### src/rtl/ram_arb_pkg.sv
// Shared types and default sizing for the CPU/display RAM arbiter.
// The ack states are one-hot so each ack output is a plain register bit.
package ram_arb_pkg;

   localparam int DEF_ADDR_W   = 12;
   localparam int DEF_DATA_W   = 32;
   localparam int DEF_MAX_WAIT = 3;

   typedef enum logic [1:0] {
      IDLE     = 2'b00,
      CPU_ACK  = 2'b01,
      DISP_ACK = 2'b10
   } ack_state_t;

endpackage

### src/rtl/ram_arbiter.sv
// Shares one synchronous RAM between a CPU (read/write) and a display (read-only) port.
// Grant is combinational, ack follows one cycle later; display is forced through after MAX_WAIT lost cycles.
module ram_arbiter
   import ram_arb_pkg::*;
#(
   parameter int ADDR_W   = DEF_ADDR_W,
   parameter int DATA_W   = DEF_DATA_W,
   parameter int MAX_WAIT = DEF_MAX_WAIT
)(
   input  logic              clock,
   input  logic              reset,

   input  logic              cpu_req,
   input  logic              cpu_wren,
   input  logic [ADDR_W-1:0] cpu_addr,
   input  logic [DATA_W-1:0] cpu_data,
   output logic [DATA_W-1:0] cpu_q,
   output logic              cpu_ack,

   input  logic              disp_req,
   input  logic [ADDR_W-1:0] disp_addr,
   output logic [DATA_W-1:0] disp_q,
   output logic              disp_ack,

   output logic              ram_wEn,
   output logic [ADDR_W-1:0] ram_addr,
   output logic [DATA_W-1:0] ram_dataIn,
   input  logic [DATA_W-1:0] ram_dataOut
);

   localparam int WAIT_W = (MAX_WAIT < 1) ? 1 : $clog2(MAX_WAIT + 1);
   localparam logic [WAIT_W-1:0] WAIT_MAX = WAIT_W'(MAX_WAIT);

   ack_state_t        state;
   ack_state_t        state_nxt;
   logic [WAIT_W-1:0] wait_cnt;
   logic              cpu_gnt;
   logic              disp_gnt;
   logic [ADDR_W-1:0] addr_q;
   logic [DATA_W-1:0] data_q;

   // Display only pre-empts the CPU once it has lost MAX_WAIT cycles in a row.
   always_comb begin
      cpu_gnt  = 1'b0;
      disp_gnt = 1'b0;
      if (!reset) begin
         if (disp_req && (wait_cnt == WAIT_MAX)) begin
            disp_gnt = 1'b1;
         end else if (cpu_req) begin
            cpu_gnt = 1'b1;
         end else if (disp_req) begin
            disp_gnt = 1'b1;
         end
      end
   end

   always_comb begin
      state_nxt = IDLE;
      if (cpu_gnt) begin
         state_nxt = CPU_ACK;
      end else if (disp_gnt) begin
         state_nxt = DISP_ACK;
      end
   end

   // Address and write data hold their last granted values when nobody wins.
   always_comb begin
      ram_wEn    = cpu_gnt & cpu_wren;
      ram_addr   = addr_q;
      ram_dataIn = data_q;
      if (reset) begin
         ram_addr   = '0;
         ram_dataIn = '0;
      end else if (cpu_gnt) begin
         ram_addr   = cpu_addr;
         ram_dataIn = cpu_data;
      end else if (disp_gnt) begin
         ram_addr   = disp_addr;
         ram_dataIn = cpu_data;
      end
   end

   always_ff @(posedge clock) begin
      if (reset) begin
         state    <= IDLE;
         wait_cnt <= '0;
         addr_q   <= '0;
         data_q   <= '0;
      end else begin
         state <= state_nxt;
         if (!disp_req || disp_gnt) begin
            wait_cnt <= '0;
         end else if (wait_cnt != WAIT_MAX) begin
            wait_cnt <= wait_cnt + 1'b1;
         end
         if (cpu_gnt || disp_gnt) begin
            addr_q <= ram_addr;
            data_q <= ram_dataIn;
         end
      end
   end

   assign cpu_ack  = state[0];
   assign disp_ack = state[1];

   // The RAM already registers its read port, so read data passes straight through.
   assign cpu_q  = ram_dataOut;
   assign disp_q = ram_dataOut;

endmodule
### config.mk
export PLATFORM = sky130hd
export DESIGN_NAME = ram_arbiter
export DESIGN_NICKNAME = d
export VERILOG_FILES = /design/src/rtl/ram_arb_pkg.sv /design/src/rtl/ram_arbiter.sv
export SDC_FILE = /design/constraint.sdc
export NUM_CORES = 1
export LEC_CHECK = 0
export ABC_AREA = 1
export CAP_MARGIN = 0
export CORE_MARGIN = 2
export CORE_UTILIZATION = 36
export CTS_CLUSTER_DIAMETER = 80
export DETAILED_ROUTE_END_ITERATION = 6
export GPL_ROUTABILITY_DRIVEN = 0
export PLACE_DENSITY = 0.87
export SYNTH_ARGS = -nofsm -noshare
export SYNTH_HDL_FRONTEND = slang
export SYNTH_SLANG_ARGS = --single-unit
### constraint.sdc
create_clock -name clock -period 2.21 [get_ports clock]
set_clock_uncertainty 0.1 [all_clocks]
set_input_delay 0.442 -clock clock [delete_from_list [all_inputs] [get_ports clock]]
set_output_delay 0.442 -clock clock [all_outputs]
set_load 0.01 [all_outputs]
==> reports/metrics.csv, run 1 <==
metric,value,unit
Total Routed Length,7.961,mm
Worst Reg-to-Reg Cells,9,
worst setup margin,-0.007970,ns
simple logic cell fraction of the synthesized area,0.2819,
drt pass-1 iters,4,
GRT Overall Usage,0.2010,
logic gate share of total power,0.286,
CTS Hold Buffers Added,0,
crit-path cells,"dlygate4sd2_1, inv_2, buf_4, bufbuf_16, o21ai_1, nor2_1, clkdlybuf4s15_2",
clk sinks,48,
final period utilization,1.004,
crit path capture,ram_dataIn[26],
Slew HR,0.8512,
CTS buffer count,5,
worst r2r src,wait_cnt[1]$_SDFFE_PP0P_,
DP Wirelength,5.222,mm
final setup fails,1,
R2R Setup Slk,0.85,ns
largest net degree at the start of global routing,28,
post-synth cell types,17,
area grow syn2layout,54.56,%
max_cap viols,0,
multiplexer share of the synthesized area,0,
initial core utilization,0.3736,
Crit path max-delay family,buffers and inverters,
via count,2612,
CTS Buffer Depth,2,
Int Pwr,1.604,mW
Synth Area in Adders,0.004902,
reg-to-reg endpoint,addr_q[9]$_SDFFE_PP0P_,
DRT iter0 DRCs,78,
RSZ-0062 raised after global routing,yes,
Cell Rows,30,
"Hold Vio Cnt, Final",0,
failing checks,negative setup slack,
status,"complete, but fails checks",
layout cells sized above 1,0.3531,
Compound-Gate Fraction of Synth Area,0.06471,
final-report max-slew violation count,0,
DRC viols,0,
Crit. path cell count,7,
crit end category,output port,
min Tclk post-route,2.218,ns
register share of total power,0.429,
Peak VDD IR,0.2869,mV
Hold Path Class,reg -> reg,
Power Total,2.217,mW
Post-Syn Instances,365,
YS warnings,0,
die area,7779,um2
first-pass GRT wire length,12.14,mm
CP Class,in -> out,
Synth Register Bits,48,
TritonCTS clock tree,done,
most frequent cells in the layout,"nor2_1 (74), clkdlybuf4s50_1 (59), dfxtp_1 (46)",
dominant combinational cell family by area after synthesis,simple AND/OR/NAND/NOR gates,
"Net Count, Synth",459,
worst-path fanout max,15,
root buffer cell,clkbuf_8,
insertion delay to the later sink of the worst-skew pair,0.30,ns
core area,6832,um2
Synth Area in XOR/XNOR,0,
"Req. time, crit path",1.67,ns
crit path DAT,1.68,ns
initial antenna violation count,0,
vias per std cell,4.732,
clock-pin slew on the worst setup and hold paths,0.09,ns
fmax,450.9,MHz
GR Overflow Total,0,
number of fill cells in the layout,643,
Clk pwr share,0.284,
Routed Antenna Nets,0,
Synth Area per Inst,6.993,um2
diodes inserted,0,
Pwr Density,562.0,nW/um2
Syn Std Cell Area,2552,um2
crit path from,reset,
Die H,88.20,um
Total Nets Final,549,
DR WL/cell,14.42,um
Crit-path slowest cell,bufbuf_16,
Die X,88.20,um
sequential share of the synthesized area,0.3765,
Switching Fraction,0.2765,
IO Port Bufs,107,
H-tree lvl count,2,
num ports,204,
crit start category,primary input,
Sw Pwr,0.6130,mW
Layout Cells excl Fill,552,
worst stage delay on the critical path,0.31,ns
"most common cell after layout, fill and taps aside",nor2_1,
Slew @ Worst Pin,0.2232,ns
placed cell count,529,
Lkg Pwr,1.968,nW
WP buf/inv,5,
vias in the first global route,2642,
[worst reg2reg max path: stages (launching register included)]
cell	delay, ns
dfxtp_2	0.34
ha_4	0.17
inv_2	0.06
nand2_2	0.07
buf_4	0.15
nand3_1	0.08
nand3_1	0.07
nand2_1	0.09
buf_4	0.11
inv_1	0.03
[synth_stat cells]
cell      instances  share of area
nor2_1           98           0.14
buf_4            67           0.20
dfxtp_1          48           0.38
nand3_1          38          0.075
inv_1            28          0.041
o21ai_1          28          0.055
nand2_1          18          0.026
buf_2            12          0.024
nand4_1          12          0.029
o21ai_0           4         0.0078
clkbuf_1          3         0.0044
inv_2             3         0.0044
nand2_2           2         0.0049
a21oi_1           1         0.0020
buf_1             1         0.0015
ha_1              1         0.0049
nor2_2            1         0.0025
[sequential cells by signal, indices dropped and copies added, names as in the netlist]
| signal | cells |
|---|---|
| addr_q | 12 |
| data_q | 32 |
| state | 2 |
| wait_cnt | 2 |
[cell type report]
class / instances / area [um2] / share of cell area
clock inverters: 3 / 42.54 / 0.01078
multi-input cells: 203 / 1112 / 0.2820
clock buffers: 5 / 68.82 / 0.01744
inverters: 31 / 118.9 / 0.03013
flip-flops and latches: 48 / 963.4 / 0.2442
well taps: 96 / 120.1 / 0.03045
repair buffers: 166 / 1519 / 0.3850
[timing repair]
action | 4_1_cts | 5_1_grt
buffers inserted | 5 | 5
pin swaps | 3 | 4
gates resized for setup | 160 | 64
gates cloned | 4 | 2
endpoints found under the setup margin | 45 | 42
[worst min-delay path by stage]
stage / start / endpoint / cells past startpoint
3_5_place_dp: wait_cnt[0]$_SDFFE_PP0P_ / wait_cnt[0]$_SDFFE_PP0P_ / 1
3_3_place_gp: wait_cnt[0]$_SDFFE_PP0P_ / wait_cnt[0]$_SDFFE_PP0P_ / 1
2_1_floorplan: wait_cnt[0]$_SDFFE_PP0P_ / wait_cnt[0]$_SDFFE_PP0P_ / 1
6_report: wait_cnt[0]$_SDFFE_PP0P_ / wait_cnt[0]$_SDFFE_PP0P_ / 1
5_1_grt: wait_cnt[0]$_SDFFE_PP0P_ / wait_cnt[0]$_SDFFE_PP0P_ / 1
4_1_cts: wait_cnt[0]$_SDFFE_PP0P_ / wait_cnt[0]$_SDFFE_PP0P_ / 1
[kinds of logic (layout without fill, tap and decap cells)]
group,count (synthesis),in the layout
compound gates,33,33
simple gates,169,169
buf+inv,114,205
fa+ha+maj,1,1
flops,48,48
[power groups by stage]
stage               clock network (mW)  logic [mW]  registers [mW]
floorplan                            0       0.344           0.961
global placement                     0       0.545           0.963
detailed placement                   0       0.557           0.965
CTS                              0.653       0.626           0.952
global route                     0.681       0.689           0.958
finish                           0.630       0.635           0.952
[routing by layer]
layer  share of wire  track usage  up-vias  wire, um
li1                -            -     1265         -
met5               0            0        -         0
met3           0.073      0.05090       29       582
met1            0.37       0.2144     1200      2926
met2            0.53       0.3759      118      4243
met4           0.026      0.07851        0       208
[per-stage QoR]
| stage | utilization | TNS [ns] | hold slack, ns | instance area [um2] | setup slack (ns) |
|---|---|---|---|---|---|
| after floorplan | - | 0 | 0.2983 | 2552 | 0.4541 |
| after global placement | 0.5154 | -21.54 | 0.3072 | 3521 | -0.5313 |
| after detailed placement | 0.5154 | -21.95 | 0.3200 | 3521 | -0.5495 |
| after CTS | 0.5813 | -0.002227 | 0.3458 | 3971 | -0.002227 |
| after global routing | 0.5775 | -0.5761 | 0.3487 | 3945 | -0.08253 |
| final | 0.5775 | -0.007970 | 0.3367 | 3945 | -0.007970 |
No activity file was read; power rests on OpenSTA's default activity.
==> run 2: changes to the inputs <==
ABC_AREA = 0   (was 1)
==> run 2 against run 1 <==
Net effect: the flow still finishes with violations (negative setup slack); hold slack gained 0.0061 ns; die area down 0.97%; setup slack got worse by 0.094 ns; sequential cell count did not move; clock power shrank 1%; maximum frequency shrank 4.1%; critical path type is now reg -> out; critical endpoint is now ram_addr[4]; largest power group unchanged.
==> reports/metrics.csv, run 2 <==
metric,value,unit
root buffer cell,clkbuf_8,
largest net degree at the start of global routing,43,
clock-pin slew on the worst setup and hold paths,0.09,ns
Hold Path Stages,1,
Total Routed Length,7.161,mm
Largest regs,"data_q: 32 flops, addr_q: 12 flops",
Total Nets Final,495,
max reg flops,32,
drt pass-1 iters,4,
final setup fails,12,
number of fill cells in the layout,625,
via count,2414,
initial antenna violation count,0,
Compound-Gate Fraction of Synth Area,0.2323,
Syn Std Cell Area,2526,um2
GR Overflow Total,0,
Synth Area per Inst,8.229,um2
failing checks,negative setup slack,
num ports,204,
"most common cell after layout, fill and taps aside",nand2_1,
H-tree lvl count,2,
Cell Rows,30,
vias in the first global route,2376,
"Hold Vio Cnt, Final",0,
CTS Hold Buffers Added,0,
Worst Reg-to-Reg Cells,8,
Die X,87.77,um
min-delay src,wait_cnt[0]$_SDFFE_PP0P_,
Lkg Pwr,1.663,nW
TritonCTS clock tree,done,
Highest Signal Layer,met4,
"Net Count, Synth",401,
layout cells sized above 1,0.3284,
"area leader, netlist",dfxtp_1,
crit-path cells,"ha_4, and2b_1, nor3b_4, buf_12, buf_12, a221o_1, buf_2",
met3 wire len,604,um
Hold Path Class,reg -> reg,
predominant post-synthesis flop cell,dfxtp_1,
clk sinks,48,
DP Wirelength,4.788,mm
area grow syn2layout,50.32,%
sequential share of the synthesized area,0.3804,
status,"complete, but fails checks",
"Req. time, crit path",1.67,ns
dominant combinational cell family by area after synthesis,buffers and inverters,
die area,7704,um2
core area,6794,um2
DRT iter0 DRCs,96,
CTS buffer count,5,
simple logic cell fraction of the synthesized area,0.1486,
Pwr Density,545.4,nW/um2
met2 wire length,3.851,mm
GRT Overall Usage,0.1813,
CTS Buffer Depth,2,
Peak VDD IR,0.2911,mV
max_cap viols,0,
CP dominant cell by count,buf_12,
Routed Antenna Nets,0,
crit path DAT,1.77,ns
fmax,432.5,MHz
Post-synth EDFFs,0,
Synth Area in XOR/XNOR,0,
multiplexer share of the synthesized area,0,
total negative slack,-0.9850,ns
final-report max-slew violation count,0,
vias per std cell,4.847,
largest cells by area after synthesis,"dfxtp_1 (38%), buf_4 (19%), a21oi_1 (13%)",
worst setup margin,-0.1022,ns
DR WL/cell,14.38,um
crit end category,output port,
Slew HR,0.7207,
final period utilization,1.046,
Synth Area in Adders,0.004953,
worst r2r src,wait_cnt[0]$_SDFFE_PP0P_,
IO Port Bufs,107,
async set or reset register ratio after synthesis,0,
M1 wire length,2.638,mm
worst stage delay on the critical path,0.35,ns
worst-path fanout max,4,
RSZ-0062 raised after global routing,yes,
CP Class,reg -> out,
synth cell count leaders,"a21oi_1 (64), buf_4 (64), nand2_1 (64)",
final core utilization,0.5589,
most flop-heavy register,data_q,
WP buf/inv,3,
Crit-path slowest cell,dfxtp_2,
insertion delay to the later sink of the worst-skew pair,0.29,ns
area share of the largest cell type after synthesis,0.3804,
diodes inserted,0,
Die H,87.77,um
hold path endpoint,wait_cnt[0]$_SDFFE_PP0P_,
YS warnings,0,
DRC viols,0,
most frequent cells in the layout,"nand2_1 (61), a21oi_1 (60), clkdlybuf4s50_1 (59)",
reg-to-reg endpoint,addr_q[5]$_SDFFE_PP0P_,
Synth Register Bits,48,
min Tclk post-route,2.312,ns
post-synth cell types,21,
crit start category,register,
Slew @ Worst Pin,0.4190,ns
initial core utilization,0.3718,
Post-Syn Instances,307,
Crit path max-delay family,buffers and inverters,
first-pass GRT wire length,11.08,mm
R2R Setup Slk,0.26,ns
## run 2: cell count changes after synthesis, moves of 27 or more
cell,change
o21ai_1,-28
inv_1,-27
nand3_1,-38
nand2_1,+46
a21oi_1,+63
nor2_1,-96
## run 2: metal layers
layer,vias up,global-route usage
li1,1174,-
met1,1121,0.1855
met2,109,0.3547
met3,10,0.05278
met4,0,0.04895
met5,-,0
## run 2: per-stage QoR
step	hold slack, ns	cells	worst slack, ns	power, mW	cell area [um2]
2_1_floorplan	0.2974	307	0.3267	1.247	2526
3_3_place_gp	0.3049	471	-0.8426	1.418	3515
3_5_place_dp	0.3142	471	-0.9378	1.432	3515
4_1_cts	0.3317	495	-0.1061	2.089	3736
5_1_grt	0.3457	498	-0.1754	2.180	3797
6_report	0.3428	498	-0.1022	2.071	3797
## run 2: worst reg2reg max path: stages, from the launching register on
cell and delay, ns:
dfxtp_2 0.35, ha_4 0.16, and2b_1 0.22, nor3b_4 0.06, buf_6 0.12, buf_4 0.13
bufbuf_16 0.27, buf_4 0.14, a221o_1 0.30
## run 2: layout make-up
class                           count  area, um2  area share
Timing Repair Buffer              169       1549      0.4079
Multi-Input combinational cell    176       1054      0.2774
Sequential cell                    48      963.4      0.2537
Tap cell                           96      120.1     0.03163
Clock buffer                        6      72.57     0.01911
Clock inverter                      2      35.03    0.009226
Inverter                            1      3.754   0.0009885
## run 2: timing repair
item	in CTS	in global routing
pin swaps	7	2
setup endpoints to repair	45	44
setup buffers	11	2
resized for setup	201	11
cloned	5	1
## run 2: worst max path at each step
stage,end,cells after the start,start,slack (ns)
6_report,ram_addr[4],7,wait_cnt[0]$_SDFFE_PP0P_,-0.10
5_1_grt,ram_addr[4],7,wait_cnt[0]$_SDFFE_PP0P_,-0.18
4_1_cts,ram_addr[2],7,wait_cnt[0]$_SDFFE_PP0P_,-0.11
3_5_place_dp,ram_addr[2],5,disp_req,-0.94
3_3_place_gp,ram_addr[0],5,disp_req,-0.84
2_1_floorplan,ram_addr[10],5,wait_cnt[0]$_SDFFE_PP0P_,0.33
## run 2: cell families (layout without fill, tap and decap cells)
kind of cell | count (synthesis) | count (layout)
AO/OA/AOI/OAI | 91 | 91
AND/OR/NAND/NOR | 84 | 84
buffers and inverters | 83 | 178
flip-flops | 48 | 48
adder cells (fa/ha/maj) | 1 | 1
## run 2: power by group
| part | switching (mW) | total, mW | internal, mW |
|---|---|---|---|
| clock network | 0.286 | 0.622 | 0.336 |
| logic | 0.213 | 0.522 | 0.309 |
| registers | 0.0123 | 0.927 | 0.915 |
==> run 3: changes to the inputs <==
CAP_MARGIN = 20   (was 0)
HOLD_SLACK_MARGIN = 0.02   (was not set)
REMOVE_ABC_BUFFERS = 1   (was not set)
==> run 3 against run 2 <==
Net effect: the run still ends with negative setup slack left; sequential share of layout area rose by 1.3 points; design area down 4.9%; largest power group unchanged; clock power barely moved; setup slack improved by 0.092 ns; utilization decreased by 2.8 points; critical endpoint is now ram_dataIn[28]; total power decreased by 1.5%; die area did not move; highest routed layer is now met5.
==> reports/metrics.csv, run 3 (synthesis gave the netlist of run 2 again) <==
metric,value,unit
status,"complete, but fails checks",
failing checks,negative setup slack,
DRC viols,0,
pre-CTS setup slack,-0.8947,ns
crit start category,primary input,
core area,6794,um2
Pwr Density,564.9,nW/um2
R2R Setup Slk,0.50,ns
Slew HR,0.5841,
IO Port Bufs,107,
"Hold Vio Cnt, Final",0,
hold path endpoint,wait_cnt[0]$_SDFFE_PP0P_,
fmax,450.3,MHz
Routed Antenna Nets,0,
Die X,87.77,um
Worst Reg-to-Reg Cells,7,
vias per std cell,5.085,
Total Routed Length,9.568,mm
Crit path max-delay family,buffers and inverters,
Switching Fraction,0.2492,
DP Wirelength,7.018,mm
most frequent cells in the layout,"nand2_1 (60), clkdlybuf4s50_1 (59), a21oi_1 (56)",
initial core utilization,0.3718,
H-tree lvl count,2,
largest net degree at the start of global routing,63,
Reg area,963.4,um2
Largest regs,"data_q: 32 flops, addr_q: 12 flops",
CP Class,in -> out,
clock-pin slew on the worst setup and hold paths,0.08,ns
DRT iter0 DRCs,89,
final-report max-slew violation count,0,
most flop-heavy register,data_q,
reg-to-reg endpoint,addr_q[11]$_SDFFE_PP0P_,
diodes inserted,0,
die area,7704,um2
Total Nets Final,481,
Cell Rows,30,
WP buf/inv,5,
Crit-path slowest cell,dlygate4sd2_1,
Multi-input gate area,1065,um2
num ports,204,
crit end category,output port,
initial antenna violation count,0,
worst stage delay on the critical path,0.26,ns
CTS buffer count,5,
Hold Path Stages,1,
Peak VDD IR,0.3382,mV
Die H,87.77,um
Clk pwr share,0.305,
GR Overflow Total,0,
Lkg Pwr,1.560,nW
DR WL/cell,19.77,um
Fin Hold WS,0.3349,ns
Sw Pwr,0.5082,mW
Hold Path Class,reg -> reg,
number of fill cells in the layout,636,
root buffer cell,clkbuf_8,
CTS Hold Buffers Added,0,
first-pass GRT wire length,13.32,mm
TritonCTS clock tree,done,
max reg flops,32,
logic gate share of total power,0.241,
register share of total power,0.455,
CTS Buffer Depth,2,
GRT Overall Usage,0.2367,
layout cells sized above 1,0.3144,
Int Pwr,1.531,mW
worst r2r src,wait_cnt[0]$_SDFFE_PP0P_,
crit path DAT,1.68,ns
insertion delay to the later sink of the worst-skew pair,0.29,ns
final setup fails,3,
total negative slack,-0.02091,ns
min Tclk post-route,2.221,ns
"Req. time, crit path",1.67,ns
Slew @ Worst Pin,0.6239,ns
worst-path fanout max,12,
final period utilization,1.005,
area grow syn2layout,42.89,%
"most common cell after layout, fill and taps aside",nand2_1,
min-delay src,wait_cnt[0]$_SDFFE_PP0P_,
drt pass-1 iters,4,
crit-path cells,"dlygate4sd2_1, buf_6, o21bai_4, buf_4, buf_16, nand2_1, a21oi_1, buf_2",
final core utilization,0.5313,
RSZ-0062 raised after global routing,yes,
clk sinks,48,
vias in the first global route,2341,
worst setup margin,-0.01058,ns
via count,2461,
max_cap viols,0,
run 3: changes by cell type in the layout (fill, tap and decap cells not counted), moves of 4 or more:
cell     before  now
buf_12        8    3
buf_4        43   34
a21oi_1      60   56
a21oi_2       4    8
run 3: timing repair:
item / CTS / global route
hold endpoints to repair: 0 / 0
pin swaps: 3 / 13
gates resized for setup: 195 / 19
cloned: 4 / 1
setup endpoints to repair: 45 / 45
buffers inserted: 6 / 0
run 3: per-stage QoR:
step,area (um2),power [mW],instances
floorplan,1939,1.099,225
global placement,3472,1.411,467
detailed placement,3472,1.424,467
CTS,3583,2.050,485
global route,3610,2.140,484
finish,3610,2.039,484
run 3: power by group through the flow:
stage,Sequential [mW],Clock [mW],Combinational (mW)
6_report,0.927,0.621,0.491
3_5_place_dp,0.947,0,0.477
2_1_floorplan,0.944,0,0.155
5_1_grt,0.932,0.678,0.531
4_1_cts,0.927,0.642,0.481
3_3_place_gp,0.945,0,0.467
run 3: how the worst max path moves through the flow:
stage / startpoint / endpoint / slack, ns / cells after the start
6_report: disp_req / ram_dataIn[28] / -0.01 / 8
5_1_grt: wait_cnt[0]$_SDFFE_PP0P_ / ram_addr[3] / -0.09 / 6
4_1_cts: wait_cnt[0]$_SDFFE_PP0P_ / ram_addr[3] / -0.1 / 7
3_5_place_dp: disp_req / ram_addr[1] / -0.89 / 5
3_3_place_gp: disp_req / ram_addr[1] / -0.93 / 5
2_1_floorplan: disp_req / ram_dataIn[0] / -0.34 / 3
run 3: layer usage:
metal | up-vias | GRT usage | wire length, um
met4 | 2 | 0.04476 | 121
met2 | 175 | 0.3747 | 4328
met3 | 10 | 0.1979 | 1688
met5 | - | 0.05195 | 36
li1 | 1154 | - | -
met1 | 1120 | 0.2404 | 3392
run 3: worst register-to-register path, cell delays in order (launching register included):
cell     delay [ns]
dfxtp_2        0.34
ha_4           0.15
and2b_1        0.22
nor3b_4        0.06
buf_6          0.12
buf_4          0.16
buf_4          0.15
a221o_1        0.30
run 3: final cells by class:
type,instances,share of cell area
repair buffers,155,0.3740
well taps,96,0.03328
clock buffers,6,0.02010
multi-input cells,176,0.2950
flip-flops and latches,48,0.2669
clock inverters,2,0.009705
inverters,1,0.001040
